--- config.mk ---
export PLATFORM = sky130hd
export DESIGN_NAME = kinase_pad_sequencer
export DESIGN_NICKNAME = d
export VERILOG_FILES = /design/src/rtl/kinase_pad_sequencer.sv
export SDC_FILE = /design/constraint.sdc
export NUM_CORES = 1
export LEC_CHECK = 0
export ABC_AREA = 1
export BUFFER_PORTS_ARGS = -buffer_cell sky130_fd_sc_hd__clkbuf_2
export CORE_ASPECT_RATIO = 1.4
export CORE_UTILIZATION = 24
export CTS_BUF_LIST = sky130_fd_sc_hd__clkbuf_16
export DETAILED_ROUTE_END_ITERATION = 8
export GPL_TIMING_DRIVEN = 0
export REMOVE_ABC_BUFFERS = 1
export SKIP_CTS_REPAIR_TIMING = 1
export SLEW_MARGIN = 20
export SYNTH_ARGS = -nofsm -noshare
export SYNTH_HDL_FRONTEND = slang
export SYNTH_SLANG_ARGS = --single-unit
export TNS_END_PERCENT = 1
--- constraint.sdc ---
create_clock -name clk -period 1.98 [get_ports clk]
set_input_delay 0.396 -clock clk [delete_from_list [all_inputs] [get_ports clk]]
set_output_delay 0.396 -clock clk [all_outputs]
set_load 0.03 [all_outputs]
--- src/rtl/kinase_pad_sequencer.sv ---
// kinase_pad_sequencer
//   Runs one command at a time for the kinase-activity chip pad ring.
//   Commands are static valve writes, peristaltic pump strokes, timed waits
//   and a vent (flush) cycle. They arrive on a valid/ready stream.
//
// Ports
//   clk, rst            clock; synchronous active-high reset
//   cmd_valid/ready     command handshake; ready only in IDLE and out of reset
//   cmd_op, cmd_arg     opcode (0 NOP .. 7 reserved) and argument
//   abort               drops a running command without a done pulse
//   busy, done, err     status: running, 1-cycle completion, sticky bad-op
//   pad_*               registered pad drives; flush lines only high in FLUSH
module kinase_pad_sequencer #(
    parameter int unsigned PHASE_CYCLES = 64,
    parameter int unsigned FLUSH_CYCLES = 256,
    parameter int unsigned ARG_W        = 16
) (
    input  logic             clk,
    input  logic             rst,
    input  logic             cmd_valid,
    output logic             cmd_ready,
    input  logic [2:0]       cmd_op,
    input  logic [ARG_W-1:0] cmd_arg,
    input  logic             abort,
    output logic             busy,
    output logic             done,
    output logic             err,
    output logic [12:0]      pad_ctrl_a,
    output logic [3:0]       pad_ctrl_s,
    output logic [2:0]       pad_pump_a,
    output logic [1:0]       pad_pump_b,
    output logic [12:0]      pad_flush_ctrl_a,
    output logic [3:0]       pad_flush_ctrl_s,
    output logic [2:0]       pad_flush_pump_a,
    output logic [1:0]       pad_flush_pump_b
);

    localparam int unsigned PHASE_W = (PHASE_CYCLES > 1) ? $clog2(PHASE_CYCLES) : 1;
    localparam int unsigned FLUSH_W = (FLUSH_CYCLES > 1) ? $clog2(FLUSH_CYCLES) : 1;
    localparam logic [PHASE_W-1:0] PHASE_LAST = PHASE_W'(PHASE_CYCLES - 1);
    localparam logic [FLUSH_W-1:0] FLUSH_LAST = FLUSH_W'(FLUSH_CYCLES - 1);

    localparam logic [2:0] OP_SET_A  = 3'd1;
    localparam logic [2:0] OP_SET_S  = 3'd2;
    localparam logic [2:0] OP_PUMP_A = 3'd3;
    localparam logic [2:0] OP_PUMP_B = 3'd4;
    localparam logic [2:0] OP_WAIT   = 3'd5;
    localparam logic [2:0] OP_FLUSH  = 3'd6;
    localparam logic [2:0] OP_RSVD   = 3'd7;

    typedef enum logic [2:0] {
        StIdle,
        StPumpA,
        StPumpB,
        StWait,
        StFlush
    } state_e;

    state_e             state_q, state_d;
    logic [PHASE_W-1:0] phase_cnt_q, phase_cnt_d;
    logic [2:0]         phase_idx_q, phase_idx_d;
    // Strokes left (PUMP_*) or cycles left (WAIT). It is loaded with arg and
    // counts down to 1, so arg = all-ones never wraps.
    logic [ARG_W-1:0]   count_q, count_d;
    logic [FLUSH_W-1:0] flush_cnt_q, flush_cnt_d;
    logic [12:0]        ctrl_a_q, ctrl_a_d;
    logic [3:0]         ctrl_s_q, ctrl_s_d;
    logic [2:0]         pump_a_q, pump_a_d;
    logic [1:0]         pump_b_q, pump_b_d;
    logic               flush_q, flush_d;
    logic               done_q, done_d;
    logic               err_q, err_d;

    function automatic logic [2:0] pump_a_pat(input logic [2:0] idx);
        case (idx)
            3'd0:    return 3'b100;
            3'd1:    return 3'b110;
            3'd2:    return 3'b010;
            3'd3:    return 3'b011;
            3'd4:    return 3'b001;
            default: return 3'b101;
        endcase
    endfunction

    function automatic logic [1:0] pump_b_pat(input logic [2:0] idx);
        case (idx)
            3'd0:    return 2'b10;
            3'd2:    return 2'b01;
            default: return 2'b00;
        endcase
    endfunction

    always_ff @(posedge clk) begin
        if (rst) begin
            state_q     <= StIdle;
            phase_cnt_q <= '0;
            phase_idx_q <= '0;
            count_q     <= '0;
            flush_cnt_q <= '0;
            ctrl_a_q    <= '0;
            ctrl_s_q    <= '0;
            pump_a_q    <= '0;
            pump_b_q    <= '0;
            flush_q     <= 1'b0;
            done_q      <= 1'b0;
            err_q       <= 1'b0;
        end else begin
            state_q     <= state_d;
            phase_cnt_q <= phase_cnt_d;
            phase_idx_q <= phase_idx_d;
            count_q     <= count_d;
            flush_cnt_q <= flush_cnt_d;
            ctrl_a_q    <= ctrl_a_d;
            ctrl_s_q    <= ctrl_s_d;
            pump_a_q    <= pump_a_d;
            pump_b_q    <= pump_b_d;
            flush_q     <= flush_d;
            done_q      <= done_d;
            err_q       <= err_d;
        end
    end

    always_comb begin
        state_d     = state_q;
        phase_cnt_d = phase_cnt_q;
        phase_idx_d = phase_idx_q;
        count_d     = count_q;
        flush_cnt_d = flush_cnt_q;
        ctrl_a_d    = ctrl_a_q;
        ctrl_s_d    = ctrl_s_q;
        pump_a_d    = pump_a_q;
        pump_b_d    = pump_b_q;
        flush_d     = flush_q;
        done_d      = 1'b0;
        err_d       = err_q;

        unique case (state_q)
            StIdle: begin
                if (cmd_valid) begin
                    // Single-cycle ops (and zero-length multi-cycle ops) finish here.
                    done_d      = 1'b1;
                    phase_cnt_d = '0;
                    phase_idx_d = '0;
                    count_d     = cmd_arg;
                    case (cmd_op)
                        OP_SET_A: ctrl_a_d = cmd_arg[12:0];
                        OP_SET_S: ctrl_s_d = cmd_arg[3:0];
                        OP_PUMP_A: begin
                            if (cmd_arg != '0) begin
                                state_d  = StPumpA;
                                done_d   = 1'b0;
                                pump_a_d = pump_a_pat(3'd0);
                            end
                        end
                        OP_PUMP_B: begin
                            if (cmd_arg != '0) begin
                                state_d  = StPumpB;
                                done_d   = 1'b0;
                                pump_b_d = pump_b_pat(3'd0);
                            end
                        end
                        OP_WAIT: begin
                            if (cmd_arg != '0) begin
                                state_d = StWait;
                                done_d  = 1'b0;
                            end
                        end
                        OP_FLUSH: begin
                            state_d     = StFlush;
                            done_d      = 1'b0;
                            flush_cnt_d = '0;
                            ctrl_a_d    = '0;
                            ctrl_s_d    = '0;
                            pump_a_d    = '0;
                            pump_b_d    = '0;
                            flush_d     = 1'b1;
                        end
                        OP_RSVD: err_d = 1'b1;
                        default: ;
                    endcase
                end
            end
            StPumpA, StPumpB: begin
                if (phase_cnt_q == PHASE_LAST) begin
                    phase_cnt_d = '0;
                    if (phase_idx_q == ((state_q == StPumpA) ? 3'd5 : 3'd3)) begin
                        phase_idx_d = '0;
                        if (count_q == ARG_W'(1)) begin
                            state_d  = StIdle;
                            done_d   = 1'b1;
                            pump_a_d = '0;
                            pump_b_d = '0;
                        end else begin
                            count_d = count_q - 1'b1;
                        end
                    end else begin
                        phase_idx_d = phase_idx_q + 3'd1;
                    end
                    if (state_d != StIdle) begin
                        if (state_q == StPumpA) begin
                            pump_a_d = pump_a_pat(phase_idx_d);
                        end else begin
                            pump_b_d = pump_b_pat(phase_idx_d);
                        end
                    end
                end else begin
                    phase_cnt_d = phase_cnt_q + 1'b1;
                end
            end
            StWait: begin
                if (count_q == ARG_W'(1)) begin
                    state_d = StIdle;
                    done_d  = 1'b1;
                end else begin
                    count_d = count_q - 1'b1;
                end
            end
            StFlush: begin
                if (flush_cnt_q == FLUSH_LAST) begin
                    state_d = StIdle;
                    done_d  = 1'b1;
                    flush_d = 1'b0;
                end else begin
                    flush_cnt_d = flush_cnt_q + 1'b1;
                end
            end
            default: state_d = StIdle;
        endcase

        // Abort overrides any completion in the same cycle. ctrl pads keep their
        // value, which is already 0 if FLUSH was running.
        if (abort && (state_q != StIdle)) begin
            state_d  = StIdle;
            done_d   = 1'b0;
            pump_a_d = '0;
            pump_b_d = '0;
            flush_d  = 1'b0;
            ctrl_a_d = ctrl_a_q;
            ctrl_s_d = ctrl_s_q;
        end
    end

    assign cmd_ready        = (state_q == StIdle) && !rst;
    assign busy             = (state_q != StIdle);
    assign done             = done_q;
    assign err              = err_q;
    assign pad_ctrl_a       = ctrl_a_q;
    assign pad_ctrl_s       = ctrl_s_q;
    assign pad_pump_a       = pump_a_q;
    assign pad_pump_b       = pump_b_q;
    assign pad_flush_ctrl_a = {13{flush_q}};
    assign pad_flush_ctrl_s = {4{flush_q}};
    assign pad_flush_pump_a = {3{flush_q}};
    assign pad_flush_pump_b = {2{flush_q}};

endmodule

==> out/qor.txt <==
Ant. Diodes: 0
DP Cell Count: 798
Worst setup startpoint: phase_cnt_q[0]
Setup-failing EPs final: 0
Yosys reg bits: 61
Hold Startpoint: cmd_arg[4]
Worst-Margin Slew: 821.8 ps
Final min period: 1825 ps
Post-route DRC: 0
TritonCTS clock tree: done
required time worst endpoint: 2230 ps
Final period util: 92.20%
number of max-cap violations: 0
First-pass DRT Iterations: 4
VDD IR-drop max: 0.5110 mV
Synth top area share: 32.36%
IO Port Bufs: 70
largest net degree at the start of global routing: 31
initial antenna violation count: 0
async set-reset flop share out of synthesis: 0%
die area: 16,240 um^2
Initial DRC Count: 130
worst-skew pair later-pin latency: 340 ps
Max Fclk: 547.8 MHz
HPWL Detailed: 7587 um
CTS sink cnt: 61
filler instances: 1,682
Yosys top cell by area: dfxtp_1
non-filler cells, final: 820
Commonest cells post-synth: nand2_1, nor2_1, dfxtp_1
final wirelength: 9981 um
top-count cell post-synth: nand2_1
Initial Util: 24.85%
Gate Count Post-Synth: 569
Final ANT Viol Nets: 0
Die X: 108.0 um
Final Skew: 9.560 ps
crit path max fanout: 17
power per cell area: 1421 nW/um^2
Max transition margin: 45.21%
routed vias: 3,728
share of layout cells above drive strength 1: 23.89%
status: finished, final reports clean
CTS H-tree depth: 3
DR vias/cell: 4.546
Placer Congestion: 0.8813
leakage power: 0.002042 uW
YS warnings: 0
Ports: 71
EDFF count, synth: 0
Arr. time, crit path: 2080 ps
CTS Buf Count: 9
wire length per cell: 12.17 um
clock edge transition at the registers on the reported setup and hold paths: 60 ps
post-synth cell types: 40
CTS Buffer Depth: 2
mapped cell area: 3774 um^2
Slew Viols, Final: 0
Die Ht: 150.4 um
number of global-route vias before repair: 3,457
sequential area share after synthesis: 32.36%
Crit Path Class: register to register
final core utilization: 29.78%
Area Growth Syn to Fin: 19.83%
RSZ-0062 raised after global routing: yes
CTS root buf: clkbuf_16
top post-synthesis cells by area: dfxtp_1, nand2_1, nor2_1
hold crit path type: primary input to register
Core Region: 15,190 um^2
Cell Rows: 53
GRT Total Usage: 12.98%
post-layout net count: 653
crit path launch type: register
gr ovfl total: 0
synthesized area per cell: 6.632 um^2
CP Capture Type: register
Primary FF master, synth: dfxtp_1
first-pass GRT wire length: 16,710 um
Final Hold Fails: 0
Crit Reg-Reg Startpoint: phase_cnt_q[0]
## placed cells by master, fill, tap and decap left out, types with 5 or more instances in the layout
cell       count
dfxtp_1       58
nor2_2         5
buf_4          6
nand3_1       22
nand2_2       16
xor2_1         9
clkbuf_2      70
clkbuf_16      9
nand2_1      130
a211oi_1       5
nand4_1        9
ha_1           7
a21oi_2       10
o21ai_0       37
inv_1         47
a21oi_1       42
nor2_1        81
nor3_1        11
inv_2          7
## sequential cells by signal, indices dropped and copies added, names as in the netlist, 2 cells and up
| register | count |
|---|---|
| count_q | 16 |
| flush_cnt_q | 8 |
| pad_ctrl_a | 13 |
| pad_ctrl_s | 4 |
| pad_pump_a | 3 |
| pad_pump_b | 2 |
| phase_cnt_q | 6 |
| phase_idx_q | 3 |
| state_q | 3 |
## through the flow
step	setup TNS [ps]	power, uW	hold slack (ps)	setup slack, ps	area (um^2)
after floorplan	-68120	3963	450.2	-3364	3540
after global placement	-7612	4672	463.7	-325.1	4130
after detailed placement	-7596	4678	460.8	-320.9	4130
after CTS	-2577	6309	318.7	-185.0	4436
after global routing	-305.5	6939	363.9	-52.19	4522
final	0	6424	320.2	154.5	4522
## metal layers
layer	part of all wire (%)	GRT usage, %	vias up
met3	3.7	1.905	10
met5	0	0	-
met4	1.3	4.315	0
met1	46	16.39	1704
li1	-	-	1935
met2	49	22.32	79
## where the power goes
| part | total [uW] | internal [uW] | switching (uW) | leakage (uW) |
|---|---|---|---|---|
| Clock | 1610 | 989 | 626 | 0.000143 |
| Sequential | 1680 | 1440 | 239 | 0.000498 |
| Combinational | 3130 | 1030 | 2100 | 0.00140 |
## worst max-delay path: stages, from the launching register on
cell and delay [ps]:
dfxtp_1 390, ha_1 190, nand2_1 70, inv_1 90, nand4_1 180, nand2_4 140, inv_2 70, nor2_4 140
nand2_8 130, inv_8 150, nand2_1 60, a21oi_1 130
## logic make-up after synthesis
family / after synthesis / share of synthesized area (%)
adder cells (fa/ha/maj): 7 / 2.321
XOR/XNOR: 12 / 2.785
flip-flops: 61 / 32.36
AO/OA/AOI/OAI: 105 / 15.85
buffers and inverters: 90 / 12.00
AND/OR/NAND/NOR: 294 / 34.68
## path summary, 6_finish.rpt
path,to,slack (ps),depth (start not counted)
hold reg to reg,pad_pump_b[1],470,2
setup / recovery,count_q[2],150,11
hold / removal,pad_ctrl_a[4],320,3
setup reg to reg,count_q[2],150,11
## layout make-up
class	count	area, um^2	share of cell area (%)
multi-input combinational	418	2128	47.07
clock buffer	9	225.2	4.981
tap	192	240.2	5.313
sequential	61	1225	27.09
timing repair buffer	76	395.4	8.744
inverter	57	227.7	5.036
clock inverter	7	80.08	1.771
No activity file was read; power rests on OpenSTA's default activity.
